===== config.mk =====
export PLATFORM = sky130hd
export DESIGN_NAME = branch_ctl_receiver
export DESIGN_NICKNAME = d
export VERILOG_FILES = /design/src/rtl/branch_ctl_receiver.sv
export SDC_FILE = /design/constraint.sdc
export NUM_CORES = 1
export LEC_CHECK = 0
export ABC_CLOCK_PERIOD_IN_PS = 5000
export BUFFER_PORTS_ARGS = -buffer_cell sky130_fd_sc_hd__buf_2
export CAP_MARGIN = 20
export CORE_ASPECT_RATIO = 1.2
export CORE_MARGIN = 8
export CORE_UTILIZATION = 50
export CTS_CLUSTER_DIAMETER = 100
export CTS_CLUSTER_SIZE = 20
export DETAILED_ROUTE_END_ITERATION = 7
export GPL_TIMING_DRIVEN = 0
export PLACE_DENSITY = 0.7
export SETUP_SLACK_MARGIN = 0.02
export SLEW_MARGIN = 20
export SYNTH_ARGS = -nofsm -noshare
export SYNTH_HDL_FRONTEND = slang
export SYNTH_SLANG_ARGS = --single-unit

===== constraint.sdc =====
create_clock -name clk -period 5 [get_ports clk]
set_input_delay 0.5 -clock clk [delete_from_list [all_inputs] [get_ports clk]]
set_output_delay 0.5 -clock clk [all_outputs]
set_load 0.01 [all_outputs]

===== src/rtl/branch_ctl_receiver.sv =====
// branch_ctl_receiver: scheduler-side consumer of branch resolutions.
// Keeps a small per-warp state machine (IDLE -> WAIT -> UPD -> IDLE), captures
// the resolved next PC and hands PC updates to the scheduler one at a time
// through a round-robin arbiter, while driving the per-warp issue stall mask.
module branch_ctl_receiver #(
    parameter  int NUM_WARPS = 4,
    parameter  int PC_BITS   = 30,
    parameter  int CNT_BITS  = 32,
    localparam int NW_WIDTH  = $clog2(NUM_WARPS)
) (
    input  logic                 clk,
    input  logic                 reset_n,
    input  logic                 issue_valid,
    input  logic [NW_WIDTH-1:0]  issue_wid,
    input  logic [PC_BITS-1:0]   issue_next_pc,
    input  logic                 br_valid,
    input  logic [NW_WIDTH-1:0]  br_wid,
    input  logic                 br_taken,
    input  logic [PC_BITS-1:0]   br_dest,
    output logic                 upd_valid,
    output logic [NW_WIDTH-1:0]  upd_wid,
    output logic [PC_BITS-1:0]   upd_pc,
    input  logic                 upd_ready,
    output logic [NUM_WARPS-1:0] stall_mask,
    output logic                 err_sticky,
    output logic [CNT_BITS-1:0]  taken_cnt,
    output logic [CNT_BITS-1:0]  not_taken_cnt
);

    // WAIT: branch issued, resolution outstanding. UPD: resolved, PC update pending.
    typedef enum logic [1:0] {
        WS_IDLE = 2'd0,
        WS_WAIT = 2'd1,
        WS_UPD  = 2'd2
    } warp_state_e;

    warp_state_e         state_q   [NUM_WARPS];
    warp_state_e         state_d   [NUM_WARPS];
    logic [PC_BITS-1:0]  fall_pc_q [NUM_WARPS];
    logic [PC_BITS-1:0]  fall_pc_d [NUM_WARPS];
    logic [PC_BITS-1:0]  res_pc_q  [NUM_WARPS];
    logic [PC_BITS-1:0]  res_pc_d  [NUM_WARPS];
    logic [NW_WIDTH-1:0] rr_q;
    logic [NW_WIDTH-1:0] rr_d;
    logic                err_q;
    logic                err_d;
    logic [CNT_BITS-1:0] taken_q;
    logic [CNT_BITS-1:0] taken_d;
    logic [CNT_BITS-1:0] not_taken_q;
    logic [CNT_BITS-1:0] not_taken_d;

    logic                grant_found;
    logic [NW_WIDTH-1:0] scan_idx;
    logic                handshake;

    // Round-robin grant: first warp in UPD searching upward from rr+1 with wrap;
    // the pointer itself is checked last, so the last-served warp has lowest priority.
    always_comb begin
        grant_found = 1'b0;
        scan_idx    = '0;
        upd_wid     = '0;
        for (int i = 1; i <= NUM_WARPS; i++) begin
            scan_idx = rr_q + i[NW_WIDTH-1:0];
            if (!grant_found && (state_q[scan_idx] == WS_UPD)) begin
                grant_found = 1'b1;
                upd_wid     = scan_idx;
            end
        end
        upd_valid = grant_found;
        upd_pc    = grant_found ? res_pc_q[upd_wid] : '0;
    end

    // Any warp that is not IDLE must be held off from issuing.
    always_comb begin
        stall_mask = '0;
        for (int w = 0; w < NUM_WARPS; w++) begin
            stall_mask[w] = (state_q[w] != WS_IDLE);
        end
    end

    // Per-warp transitions plus the shared pointer, error flag and counters.
    // Illegal events only raise the error flag and never disturb warp state.
    always_comb begin
        state_d     = state_q;
        fall_pc_d   = fall_pc_q;
        res_pc_d    = res_pc_q;
        rr_d        = rr_q;
        err_d       = err_q;
        taken_d     = taken_q;
        not_taken_d = not_taken_q;
        handshake   = upd_valid && upd_ready;

        if (handshake) begin
            rr_d = upd_wid;
        end

        for (int w = 0; w < NUM_WARPS; w++) begin
            case (state_q[w])
                WS_IDLE: begin
                    if (issue_valid && (issue_wid == NW_WIDTH'(w))) begin
                        state_d[w]   = WS_WAIT;
                        fall_pc_d[w] = issue_next_pc;
                    end
                    if (br_valid && (br_wid == NW_WIDTH'(w))) begin
                        err_d = 1'b1;
                    end
                end
                WS_WAIT: begin
                    if (br_valid && (br_wid == NW_WIDTH'(w))) begin
                        state_d[w]  = WS_UPD;
                        res_pc_d[w] = br_taken ? br_dest : fall_pc_q[w];
                        if (br_taken) begin
                            taken_d = taken_q + CNT_BITS'(1);
                        end else begin
                            not_taken_d = not_taken_q + CNT_BITS'(1);
                        end
                    end
                    if (issue_valid && (issue_wid == NW_WIDTH'(w))) begin
                        err_d = 1'b1;
                    end
                end
                WS_UPD: begin
                    if (handshake && (upd_wid == NW_WIDTH'(w))) begin
                        state_d[w] = WS_IDLE;
                    end
                    if ((issue_valid && (issue_wid == NW_WIDTH'(w))) ||
                        (br_valid && (br_wid == NW_WIDTH'(w)))) begin
                        err_d = 1'b1;
                    end
                end
                default: begin
                    state_d[w] = WS_IDLE;
                end
            endcase
        end
    end

    // State registers; reset discards all outstanding and pending work at once.
    always_ff @(posedge clk or negedge reset_n) begin
        if (!reset_n) begin
            for (int w = 0; w < NUM_WARPS; w++) begin
                state_q[w]   <= WS_IDLE;
                fall_pc_q[w] <= '0;
                res_pc_q[w]  <= '0;
            end
            rr_q        <= NW_WIDTH'(NUM_WARPS - 1);
            err_q       <= 1'b0;
            taken_q     <= '0;
            not_taken_q <= '0;
        end else begin
            for (int w = 0; w < NUM_WARPS; w++) begin
                state_q[w]   <= state_d[w];
                fall_pc_q[w] <= fall_pc_d[w];
                res_pc_q[w]  <= res_pc_d[w];
            end
            rr_q        <= rr_d;
            err_q       <= err_d;
            taken_q     <= taken_d;
            not_taken_q <= not_taken_d;
        end
    end

    assign err_sticky    = err_q;
    assign taken_cnt     = taken_q;
    assign not_taken_cnt = not_taken_q;

endmodule

==> reports/metrics.csv, run 1 <==
stage,metric,value,unit
run_status,status,finished clean,
logic_synthesis,ys_ff_latch,315,
global_route,total_global_routing_track_utilization,21.7,%
clock_network,tritoncts,yes,
clock_network,cts.repair_timing.setup_buffer_count,0,
global_route,grt_start_max_net_pins,102,
cells_and_area,layout_area_overhead,13.3,%
clock_network,clk-insertion-delay-late,0.51,ns
cells_and_area,final_core_utilization,57.5,%
cells_and_area,fill_cells,2523,
route,routed_wire_length,37900,um
global_route,grt_pass1_wl,59800,um
placed_design,place_inst,1840,
logic_synthesis,synth.yosys.warnings,0,
placed_design,hpwl,26400,um
logic_synthesis,post_synth_mux_area_share,17.8,%
power,pwr_density_cell,500,mW/mm2
timing,finalHoldViolations,0,
route,drt_drc_violations_left,0,
timing,skew,0.0159,ns
cells_and_area,multi_input_area,0.00635,mm2
floorplan,die_h,203,um
clock_network,cts.clk_slew.worst_paths,0.09,ns
job,cap_viol_max_count,0,
placed_design,io_buffers,169,
logic_synthesis,ys_seq_area_share,54.0,%
route,routed_via_density,5.70,
cells_and_area,layout.nets,1565,
placed_design,gp_congestion,0.887,
clock_network,cts_root_buf,sky130_fd_sc_hd__clkbuf_16,
clock_network,ctsResizeCount,0,
logic_synthesis,synthArstFlopShare,100,%
cells_and_area,drive_gt1_share,22.8,%
hold_path,worstHoldPathType,in -> reg,
logic_synthesis,syn-num-nets,1371,
cells_and_area,finish.cell_count_without_fillers,1870,
hold_path,timing.hold.worst_path_depth,2,
placed_design,place_ws,1.72,ns
clock_network,cts_buffers,19,
floorplan,die_outline_width,172,um
timing,fin_crit,3.91,ns
logic_synthesis,synth_area,0.0146,mm2
logic_synthesis,synth-edff-count,0,
route,ant_nets,0,
timing,timing.slew.headroom,32.8,%
worst_setup_path,r2r.worst_path.cells,7,
logic_synthesis,ys_dominant_reg_cell,sky130_fd_sc_hd__dfrtp_1,
worst_setup_path,worstPathMaxFanout,10,
logic_synthesis,synth_cell_types,58,
power,p_leak,7.98,nW
floorplan,core_region,0.0288,mm2
logic_synthesis,synthesis.instances,1283,
logic_synthesis,synth_top_family_by_area,multiplexers,
timing,slew_viol_final,0,
cells_and_area,seq_area,0.00789,mm2
logic_synthesis,post_synth_and_or_nand_nor_area_fraction,10.3,%
route,wl_per_cell,20.3,um
route,drt_pass_1_iters,5,
timing,setup_violators_final,0,
floorplan,io_pins,172,
power,vdd_ir_drop_max,0.322,mV
clock_network,cts_max_level,1,
floorplan,start_util,50.8,%
clock_network,cts_num_sinks,315,
logic_synthesis,postSynthAreaPerCell,11.4,um2
worst_setup_path,timing.critical_path.to_type,output pin,
power,post-layout-total-power,8.27,mW
floorplan,core.rowCount,68,
global_route,first_global_vias,10900,
worst_setup_path,timing.critical_path.required,4.50,ns
clock_network,max-clock-path-buffers,3,
timing,worst_pin_slew,1.01,ns
floorplan,dieArea,0.0349,mm2
timing,grt_setup_unrepaired,no,
global_route,initial_antenna_violation_count,9,
logic_synthesis,synth_compound_area_share,10.2,%
timing,post-route-worst-setup-slack,1.09,ns
route,drt_iter0_drc,780,
timing,period_share,78.1,%
timing,setup-tns-final,0,ns
route,routed-via-count,10700,
timing,max_fclk,256,MHz
worst_setup_path,criticalPathCategory,reg -> out,
logic_synthesis,synth_xor_xnor_area_share,3.72,%
worst_setup_path,startpoint_type,flop,
worst_setup_path,cp_data_arrival_time,3.41,ns
global_route,total_overflow_reported_by_the_global_router,0,
logic_synthesis,fraction_of_the_mapped_netlist_area_in_adder_cells,1.54,%
[area by class of cell]
class / count / share of cell area (%)
flip-flops and latches: 315 / 47.7
repair buffers: 173 / 5.73
multi-input cells: 879 / 38.4
plain buffers: 70 / 1.73
diodes: 4 / 0.0605
well taps: 385 / 2.91
inverters: 19 / 0.431
clock inverters: 1 / 0.0454
clock buffers: 24 / 2.99
[cell usage after synthesis, types with 3 or more instances]
cell	number	area (um2)
sky130_fd_sc_hd__a211oi_1	3	22.5
sky130_fd_sc_hd__a21oi_1	48	240
sky130_fd_sc_hd__a221o_1	30	300
sky130_fd_sc_hd__a22o_1	30	263
sky130_fd_sc_hd__a31oi_1	4	25.0
sky130_fd_sc_hd__and2_1	6	37.5
sky130_fd_sc_hd__and3_1	11	68.8
sky130_fd_sc_hd__and4_1	4	35.0
sky130_fd_sc_hd__buf_1	3	11.3
sky130_fd_sc_hd__buf_2	7	35.0
sky130_fd_sc_hd__clkbuf_1	58	218
sky130_fd_sc_hd__dfrtp_1	313	7830
sky130_fd_sc_hd__ha_1	18	225
sky130_fd_sc_hd__inv_1	19	71.3
sky130_fd_sc_hd__mux2_2	122	1370
sky130_fd_sc_hd__mux2i_1	123	1230
sky130_fd_sc_hd__nand2_1	149	559
sky130_fd_sc_hd__nand2b_1	5	31.3
sky130_fd_sc_hd__nand3_1	28	140
sky130_fd_sc_hd__nand3b_1	4	30.0
sky130_fd_sc_hd__nand4_1	15	93.8
sky130_fd_sc_hd__nor2_1	68	255
sky130_fd_sc_hd__nor2b_1	3	18.8
sky130_fd_sc_hd__nor3_1	7	35.0
sky130_fd_sc_hd__nor4_1	4	25.0
sky130_fd_sc_hd__o21ai_0	99	495
sky130_fd_sc_hd__or2_2	3	18.8
sky130_fd_sc_hd__xnor2_1	39	342
sky130_fd_sc_hd__xor2_1	23	201
[flip-flops by register name, summed over array words and instances (netlist names)]
name	cells
rr_q	2
fall_pc_q	120
res_pc_q	120
state_q	8
taken_cnt	32
err_sticky	1
not_taken_cnt	32
[power by group]
part / switching (mW) / internal, mW / leakage [nW]
sequential: 0.582 / 3.57 / 3.93
combinational: 1.38 / 1.22 / 3.81
clock: 0.821 / 0.697 / 0.240
[worst max-delay path, cell delays in order (launching register included)]
cell and delay, ns:
sky130_fd_sc_hd__dfrtp_1 0.47, sky130_fd_sc_hd__nor2b_1 0.19, sky130_fd_sc_hd__nor2_1 0.30, sky130_fd_sc_hd__nand2_1 0.13, sky130_fd_sc_hd__a31oi_1 0.62, sky130_fd_sc_hd__clkbuf_1 0.62, sky130_fd_sc_hd__a22o_1 0.25, sky130_fd_sc_hd__a221o_1 0.15
sky130_fd_sc_hd__buf_2 0.15
[kinds of logic after synthesis]
family / count (synthesis)
simple gates: 323
flops: 315
mux: 245
compound gates: 231
buf+inv: 89
xor+xnor: 62
fa+ha+maj: 18
[cells in the final DEF, fill, tap and decap left out, types with 3 or more instances in the layout]
cell and instances:
sky130_fd_sc_hd__nand2_1 149, sky130_fd_sc_hd__clkbuf_16 19, sky130_fd_sc_hd__buf_16 3, sky130_fd_sc_hd__a21oi_1 48
sky130_fd_sc_hd__dfrtp_1 313, sky130_fd_sc_hd__diode_2 4, sky130_fd_sc_hd__o21ai_0 99, sky130_fd_sc_hd__a211oi_1 3
sky130_fd_sc_hd__nand4_1 15, sky130_fd_sc_hd__nor2b_1 3, sky130_fd_sc_hd__a221o_1 30, sky130_fd_sc_hd__clkbuf_1 63
sky130_fd_sc_hd__and3_1 11, sky130_fd_sc_hd__and4_1 4, sky130_fd_sc_hd__and2_1 6, sky130_fd_sc_hd__xnor2_1 39
sky130_fd_sc_hd__mux2_2 122, sky130_fd_sc_hd__buf_2 175, sky130_fd_sc_hd__nor2_1 68, sky130_fd_sc_hd__xor2_1 23
sky130_fd_sc_hd__or2_2 3, sky130_fd_sc_hd__mux2i_1 123, sky130_fd_sc_hd__ha_1 18, sky130_fd_sc_hd__buf_1 3
sky130_fd_sc_hd__nor3_1 7, sky130_fd_sc_hd__inv_1 19, sky130_fd_sc_hd__nand2b_1 5, sky130_fd_sc_hd__a31oi_1 4
sky130_fd_sc_hd__nor4_1 4, sky130_fd_sc_hd__nand3b_1 4, sky130_fd_sc_hd__a22o_1 30, sky130_fd_sc_hd__nand3_1 28
[through the flow]
step                      hold WS [ns]  cell area, um2
after floorplan                  0.204           14600
after global placement           0.451           15900
after detailed placement         0.453           16000
after CTS                        0.242           16500
after global routing             0.252           16500
final                            0.259           16500
[routing by layer]
| metal | GRT usage (%) | vias to the layer above | part of all wire (%) |
|---|---|---|---|
| met5 | 0 | - | 0.16 |
| li1 | - | 4923 | - |
| met2 | 35.9 | 333 | 49 |
| met1 | 28.5 | 5325 | 42 |
| met4 | 5.86 | 10 | 1.9 |
| met3 | 4.29 | 59 | 7.4 |
[path summary, 6_finish.rpt]
kind                                     end               from  slack (ns)
setup / recovery                  upd_pc[18]         state_q[1]        1.09
hold / removal                 fall_pc_q[72]  issue_next_pc[12]        0.26
setup reg to reg                  state_q[6]         state_q[1]        2.37
hold reg to reg            not_taken_cnt[31]  not_taken_cnt[31]        0.47
max in group asynchronous       res_pc_q[36]            reset_n        3.63
min in group asynchronous      taken_cnt[27]            reset_n        0.50
[repair_timing]
item,in CTS,in global routing
hold buffers,1,0
endpoints found under the setup margin,0,0
endpoints found under the hold margin,50,0
(Power assumes the default switching activity.)
==> run 2, diff against run 1 <==
--- a/config.mk
+++ b/config.mk
@@ -5,7 +5,7 @@
 export SDC_FILE = /design/constraint.sdc
 export NUM_CORES = 1
 export LEC_CHECK = 0
-export ABC_CLOCK_PERIOD_IN_PS = 5000
+export ABC_CLOCK_PERIOD_IN_PS = 3700
 export BUFFER_PORTS_ARGS = -buffer_cell sky130_fd_sc_hd__buf_2
 export CAP_MARGIN = 20
 export CORE_ASPECT_RATIO = 1.2
==> constraint.sdc (replaced) <==
create_clock -name clk -period 3.7 [get_ports clk]
set_input_delay 0.37 -clock clk [delete_from_list [all_inputs] [get_ports clk]]
set_output_delay 0.37 -clock clk [all_outputs]
set_load 0.01 [all_outputs]
==> reports/metrics.csv, run 2 (synthesized netlist as in run 1, its figures left out) <==
stage,metric,value,unit,change
timing,max_fclk,282,MHz,
route,routed_wire_length,37900,um,about the same
global_route,first_global_vias,10900,,unchanged
clock_network,cts_max_level,1,,unchanged
floorplan,core_region,0.0288,mm2,unchanged
power,vdd_ir_drop_max,0.436,mV,+35%
placed_design,io_buffers,169,,unchanged
clock_network,cts.clk_slew.worst_paths,0.09,ns,about the same
worst_setup_path,timing.critical_path.required,3.33,ns,-1.17 ns
floorplan,start_util,50.8,%,unchanged
timing,grt_setup_unrepaired,no,,
clock_network,cts_root_buf,sky130_fd_sc_hd__clkbuf_16,,
cells_and_area,multi_input_area,0.00636,mm2,about the same
timing,worst_pin_slew,1.02,ns,+0.0118 ns
timing,timing.slew.headroom,32.0,%,-0.79 points
clock_network,max-clock-path-buffers,3,,unchanged
run_status,status,finished clean,,
route,routed-via-count,10600,,-0.019%
worst_setup_path,worstPathMaxFanout,10,,unchanged
cells_and_area,most-common-layout-cells,"sky130_fd_sc_hd__dfrtp_1, sky130_fd_sc_hd__buf_2, sky130_fd_sc_hd__nand2_1",,
floorplan,die_h,203,um,unchanged
floorplan,dieArea,0.0349,mm2,unchanged
timing,slew_viol_final,0,,unchanged
cells_and_area,layout_area_overhead,13.4,%,about the same
power,p_leak,7.99,nW,+0.13%
timing,hold_slack,0.128,ns,-0.131 ns
worst_setup_path,critical_path.reg2reg.startpoint,state_q[1],,
clock_network,cts_buffers,19,,unchanged
timing,finalHoldViolations,0,,unchanged
route,route.top_layer_used,met5,,
worst_setup_path,crit_path_start,rr_q[0],,
timing,fin_crit,3.54,ns,
job,cap_viol_max_count,0,,unchanged
cells_and_area,layout.nets,1565,,unchanged
placed_design,dpl_cell_area,0.0160,mm2,unchanged
global_route,initial_antenna_violation_count,9,,unchanged
global_route,grt_pass1_wl,59800,um,unchanged
clock_network,clk-insertion-delay-late,0.51,ns,about the same
global_route,total_overflow_reported_by_the_global_router,0,,unchanged
hold_path,worst_hold_startpoint,issue_next_pc[12],,
global_route,total_global_routing_track_utilization,21.7,%,unchanged
cells_and_area,final_common_cell,sky130_fd_sc_hd__dfrtp_1,,
clock_network,cts_num_sinks,315,,unchanged
worst_setup_path,timing.critical_path.to_type,output pin,,
timing,skew,0.0157,ns,-0.000207 ns
worst_setup_path,cp_data_arrival_time,3.17,ns,-0.24 ns
clock_network,tritoncts,yes,,
route,ant_nets,0,,unchanged
route,routed_via_density,5.69,,about the same
hold_path,worstHoldPathType,in -> reg,,
cells_and_area,seq_area,0.00789,mm2,unchanged
cells_and_area,fill_cells,2521,,-0.079%
route,drt_iter0_drc,786,,+0.77%
worst_setup_path,criticalPathCategory,reg -> out,,
route,met3_length,2830,um,+0.75%
route,drt_pass_1_iters,5,,unchanged
route,wl_met2,18400,um,about the same
route,drt_drc_violations_left,0,,unchanged
placed_design,gp_congestion,0.887,,unchanged
hold_path,timing.hold.worst_path_depth,2,,unchanged
floorplan,core.rowCount,68,,unchanged
floorplan,io_pins,172,,unchanged
worst_setup_path,r2r.worst_path.cells,8,,+1
clock_network,cts.repair_timing.setup_buffer_count,0,,unchanged
timing,setup-tns-final,0,ns,unchanged
floorplan,die_outline_width,172,um,unchanged
cells_and_area,drive_gt1_share,23.0,%,+0.27 points
route,m1WireLength,15900,um,+0.17%
global_route,grt_start_max_net_pins,102,,unchanged
worst_setup_path,startpoint_type,flop,,
timing,setup_violators_final,0,,unchanged
route,wl_per_cell,20.3,um,about the same
cells_and_area,final_area,0.0166,mm2,about the same
cells_and_area,layout_top_registers,"fall_pc_q x120, res_pc_q x120",,
placed_design,hpwl,26400,um,unchanged
timing,period_share,95.8,%,
power,pwr_density_cell,675,mW/mm2,+35%
==> run 2: changes by cell type in the layout (fill, tap and decap cells not counted) <==
cell / delta
sky130_fd_sc_hd__a31oi_1: -1
sky130_fd_sc_hd__a31oi_2: +1
sky130_fd_sc_hd__clkbuf_1: -3
sky130_fd_sc_hd__clkbuf_2: +3
sky130_fd_sc_hd__diode_2: +1
==> run 2: path summary, 6_finish.rpt <==
| check | end | slack, ns |
|---|---|---|
| worst max register to register | taken_cnt[30] | 1.13 |
| worst min register to register | not_taken_cnt[31] | 0.47 |
| max in group asynchronous | res_pc_q[6] | 2.46 |
| worst max-delay path | upd_pc[28] | 0.16 |
| worst min-delay path | fall_pc_q[72] | 0.13 |
| min in group asynchronous | taken_cnt[27] | 0.37 |
==> run 2: critical path: stages (launching register included) <==
cell	delay, ns
sky130_fd_sc_hd__dfstp_2	0.52
sky130_fd_sc_hd__clkbuf_1	0.32
sky130_fd_sc_hd__nand2_1	0.18
sky130_fd_sc_hd__o21ai_0	0.11
sky130_fd_sc_hd__a2bb2oi_1	0.12
sky130_fd_sc_hd__nor2_1	0.25
sky130_fd_sc_hd__clkbuf_1	0.58
sky130_fd_sc_hd__a22o_1	0.25
sky130_fd_sc_hd__a221o_1	0.17
sky130_fd_sc_hd__buf_2	0.16
==> run 2: per-stage QoR <==
step | cells | power (mW) | utilization, % | worst slack (ns)
global placement | 1837 | 9.00 | 55.4 | -3.61
CTS | 1866 | 11.2 | 57.5 | 0.100
floorplan | 1283 | 7.90 | - | 1.45
global route | 1870 | 11.9 | 57.5 | 0.0531
detailed placement | 1840 | 9.18 | 55.7 | 0.546
finish | 1871 | 11.2 | 57.6 | 0.155
==> run 2: cell type report <==
type                            instances  share of cell area [%]
Timing Repair Buffer                  173                    5.73
Multi-Input combinational cell        879                    38.4
Buffer                                 70                    1.75
Antenna cell                            5                  0.0756
Inverter                               19                   0.431
Sequential cell                       315                    47.6
Clock buffer                           24                    2.99
Tap cell                              385                    2.91
Clock inverter                          1                  0.0454
==> run 2: where the power goes <==
| part | total, mW | switching, mW | internal [mW] |
|---|---|---|---|
| logic | 3.52 | 1.87 | 1.65 |
| clock network | 2.05 | 1.11 | 0.942 |
| registers | 5.61 | 0.785 | 4.83 |
| total | 11.2 | 3.76 | 7.42 |
==> run 2: what timing repair did <==
item,in CTS,in global routing
pin swaps,0,0
endpoints found under the setup margin,14,9
resized for setup,2,3
hold endpoints to repair,50,0
hold buffers,1,0
==> run 2: layer usage <==
metal	up-vias	global-route usage [%]
li1	4926	-
met1	5307	28.5
met2	348	35.9
met3	57	4.29
met4	10	5.86
met5	-	0
==> run 3, diff against run 2 <==
--- a/config.mk
+++ b/config.mk
@@ -6,16 +6,16 @@
 export NUM_CORES = 1
 export LEC_CHECK = 0
 export ABC_CLOCK_PERIOD_IN_PS = 3700
-export BUFFER_PORTS_ARGS = -buffer_cell sky130_fd_sc_hd__buf_2
 export CAP_MARGIN = 20
 export CORE_ASPECT_RATIO = 1.2
 export CORE_MARGIN = 8
-export CORE_UTILIZATION = 50
+export CORE_UTILIZATION = 51
 export CTS_CLUSTER_DIAMETER = 100
 export CTS_CLUSTER_SIZE = 20
 export DETAILED_ROUTE_END_ITERATION = 7
+export DONT_BUFFER_PORTS = 1
 export GPL_TIMING_DRIVEN = 0
-export PLACE_DENSITY = 0.7
+export PLACE_DENSITY = 0.66
 export SETUP_SLACK_MARGIN = 0.02
 export SLEW_MARGIN = 20
 export SYNTH_ARGS = -nofsm -noshare
==> reports/metrics.csv, run 3 (synthesized netlist as in run 1, its figures left out) <==
stage,metric,value,unit,change
run_status,status,"complete, but fails checks",,
run_status,violated_checks,negative hold slack,,
worst_setup_path,cp.buffers_inverters,2,,-1
cells_and_area,layout_top_registers,"fall_pc_q x120, res_pc_q x120",,
route,drt_pass_1_iters,5,,unchanged
clock_network,cts_max_level,1,,unchanged
clock_network,cts_buffers,19,,unchanged
clock_network,tritoncts,yes,,
route,routed_wire_length,37000,um,-2.4%
power,post-layout-total-power,10.9,mW,-2.5%
power,pwr_density_cell,684,mW/mm2,+1.2%
cells_and_area,layout.nets,1424,,-9.0%
cells_and_area,finish.cell_count_without_fillers,1731,,-7.5%
floorplan,io_pins,172,,unchanged
placed_design,gp_congestion,0.842,,-5.0%
clock_network,max-clock-path-buffers,3,,unchanged
worst_setup_path,criticalPathCategory,reg -> out,,
clock_network,cts.clk_slew.worst_paths,0.09,ns,about the same
timing,slew_viol_final,0,,unchanged
cells_and_area,final_area,0.0159,mm2,-3.7%
timing,hold_slack,-0.462,ns,-0.590 ns
floorplan,start_util,51.2,%,+0.45 points
timing,skew,0.0199,ns,+0.00413 ns
route,drt_iter0_drc,903,,+15%
placed_design,io_buffers,0,,-100%
clock_network,cts.repair_timing.setup_buffer_count,0,,unchanged
power,p_leak,7.27,nW,-9.0%
hold_path,worstHoldPathType,in -> async,,
timing,timing.slew.headroom,33.3,%,+1.3 points
clock_network,cts_num_sinks,315,,unchanged
clock_network,cts_root_buf,sky130_fd_sc_hd__clkbuf_16,,
route,ant_nets,0,,unchanged
global_route,grt_start_max_net_pins,316,,+210%
worst_setup_path,timing.critical_path.required,3.33,ns,about the same
timing,worst_pin_slew,1.00,ns,-0.0201 ns
placed_design,place_inst,1668,,-9.3%
cells_and_area,final_common_cell,sky130_fd_sc_hd__dfrtp_1,,
cells_and_area,most-common-layout-cells,"sky130_fd_sc_hd__dfrtp_1, sky130_fd_sc_hd__nand2_1, sky130_fd_sc_hd__mux2i_1",,
worst_setup_path,cp_data_arrival_time,3.07,ns,-0.10 ns
cells_and_area,final_core_utilization,55.9,%,-1.7 points
floorplan,core_region,0.0285,mm2,-0.89%
timing,finalHoldViolations,315,,+315
timing,setup_violators_final,0,,unchanged
clock_network,clk-insertion-delay-late,0.52,ns,about the same
worst_setup_path,worst_path_most_repeated_cell,sky130_fd_sc_hd__clkbuf_1,,
worst_setup_path,critical-path-slowest-cell,sky130_fd_sc_hd__clkbuf_1,,
power,vdd_ir_drop_max,0.423,mV,-2.8%
global_route,grt_pass1_wl,58500,um,-2.2%
route,wl_per_cell,21.4,um,+5.4%
timing,setup-tns-final,0,ns,unchanged
worst_setup_path,timing.critical_path.to_type,output pin,,
cells_and_area,layout_area_overhead,9.15,%,
timing,period_share,93.0,%,-2.8 points
worst_setup_path,crit_chain,clkbuf_1 -> a21o_1 -> nand2_1 -> a31oi_2 -> clkbuf_1 -> a22o_1 -> a221o_1,,
floorplan,die_h,201,um,-0.91%
cells_and_area,drive_gt1_share,12.4,%,-11 points
global_route,total_global_routing_track_utilization,21.5,%,-0.14 points
worst_setup_path,timing.critical_path.max_delay_family,compound AO/OA/AOI/OAI gates,,
global_route,initial_antenna_violation_count,2,,-7
worst_setup_path,startpoint_type,flop,,
floorplan,dieArea,0.0343,mm2,-1.8%
global_route,first_global_vias,10200,,-6.3%
route,drt_drc_violations_left,0,,unchanged
floorplan,core.rowCount,68,,unchanged
timing,grt_setup_unrepaired,no,,
route,routed-via-count,10000,,-6.0%
placed_design,hpwl,25300,um,-4.2%
worst_setup_path,cpPeakStageDelay,0.55,ns,-0.03 ns
worst_setup_path,worstPathMaxFanout,10,,unchanged
cells_and_area,fill_cells,2514,,-0.28%
timing,max_fclk,291,MHz,+3.0%
placed_design,dpl_cell_area,0.0151,mm2,-5.9%
job,cap_viol_max_count,0,,unchanged
route,routed_via_density,5.78,,+1.6%
timing,fin_crit,3.44,ns,-0.104 ns
floorplan,die_outline_width,170,um,-0.90%
global_route,total_overflow_reported_by_the_global_router,0,,unchanged
==> run 3: final timing paths <==
| check | startpoint | to | slack [ns] | cells after the start |
|---|---|---|---|---|
| min reg2reg | res_pc_q[47] | res_pc_q[47] | 0.48 | 2 |
| max | rr_q[0] | upd_pc[8] | 0.26 | 7 |
| min in group clk | issue_next_pc[20] | fall_pc_q[20] | 0.02 | 1 |
| max reg2reg | state_q[1] | taken_cnt[30] | 1.24 | 8 |
| min | reset_n | taken_cnt[19] | -0.46 | 0 |
| max in group asynchronous | reset_n | res_pc_q[25] | 3.49 | 0 |
==> run 3: report_power, final <==
part	internal, mW	total (mW)	switching (mW)	leakage [nW]
clock network	0.960	2.10	1.14	0.248
registers	4.83	5.64	0.808	3.93
logic	1.46	3.16	1.70	3.09
==> run 3: area by class of cell <==
type                       count  area (um2)  share of cell area, %
antenna                        2        5.00                 0.0314
clock buffer                  27         505                   3.17
buffer                        70         287                   1.80
sequential                   315        7890                   49.5
clock inverter                 2        16.3                  0.102
inverter                      19        71.3                  0.448
timing repair buffer          32         320                   2.01
tap                          385         482                   3.02
multi-input combinational    879        6360                   39.9
==> run 3: metal layers <==
metal  wire length [um]  share of wire (%)  track usage (%)  up-vias
li1                   -                  -                -     4662
met5                  0                  0                0        -
met3               2790                7.5             5.22       49
met4                636                1.7             4.68        0
met1              15500                 42             27.5     5019
met2              18100                 49             36.4      277
==> run 3: per-stage QoR <==
| step | worst slack, ns | hold slack, ns |
|---|---|---|
| floorplan | 1.45 | 0.0744 |
| global placement | 0.625 | 0.0843 |
| detailed placement | 0.628 | 0.0840 |
| CTS | 0.0366 | -0.463 |
| global route | 0.0205 | -0.479 |
| finish | 0.259 | -0.462 |
==> run 3: what timing repair did <==
item	4_1_cts	5_1_grt
hold buffers	30	2
gates resized for setup	0	1
endpoints found under the setup margin	0	27
hold endpoints to repair	431	317
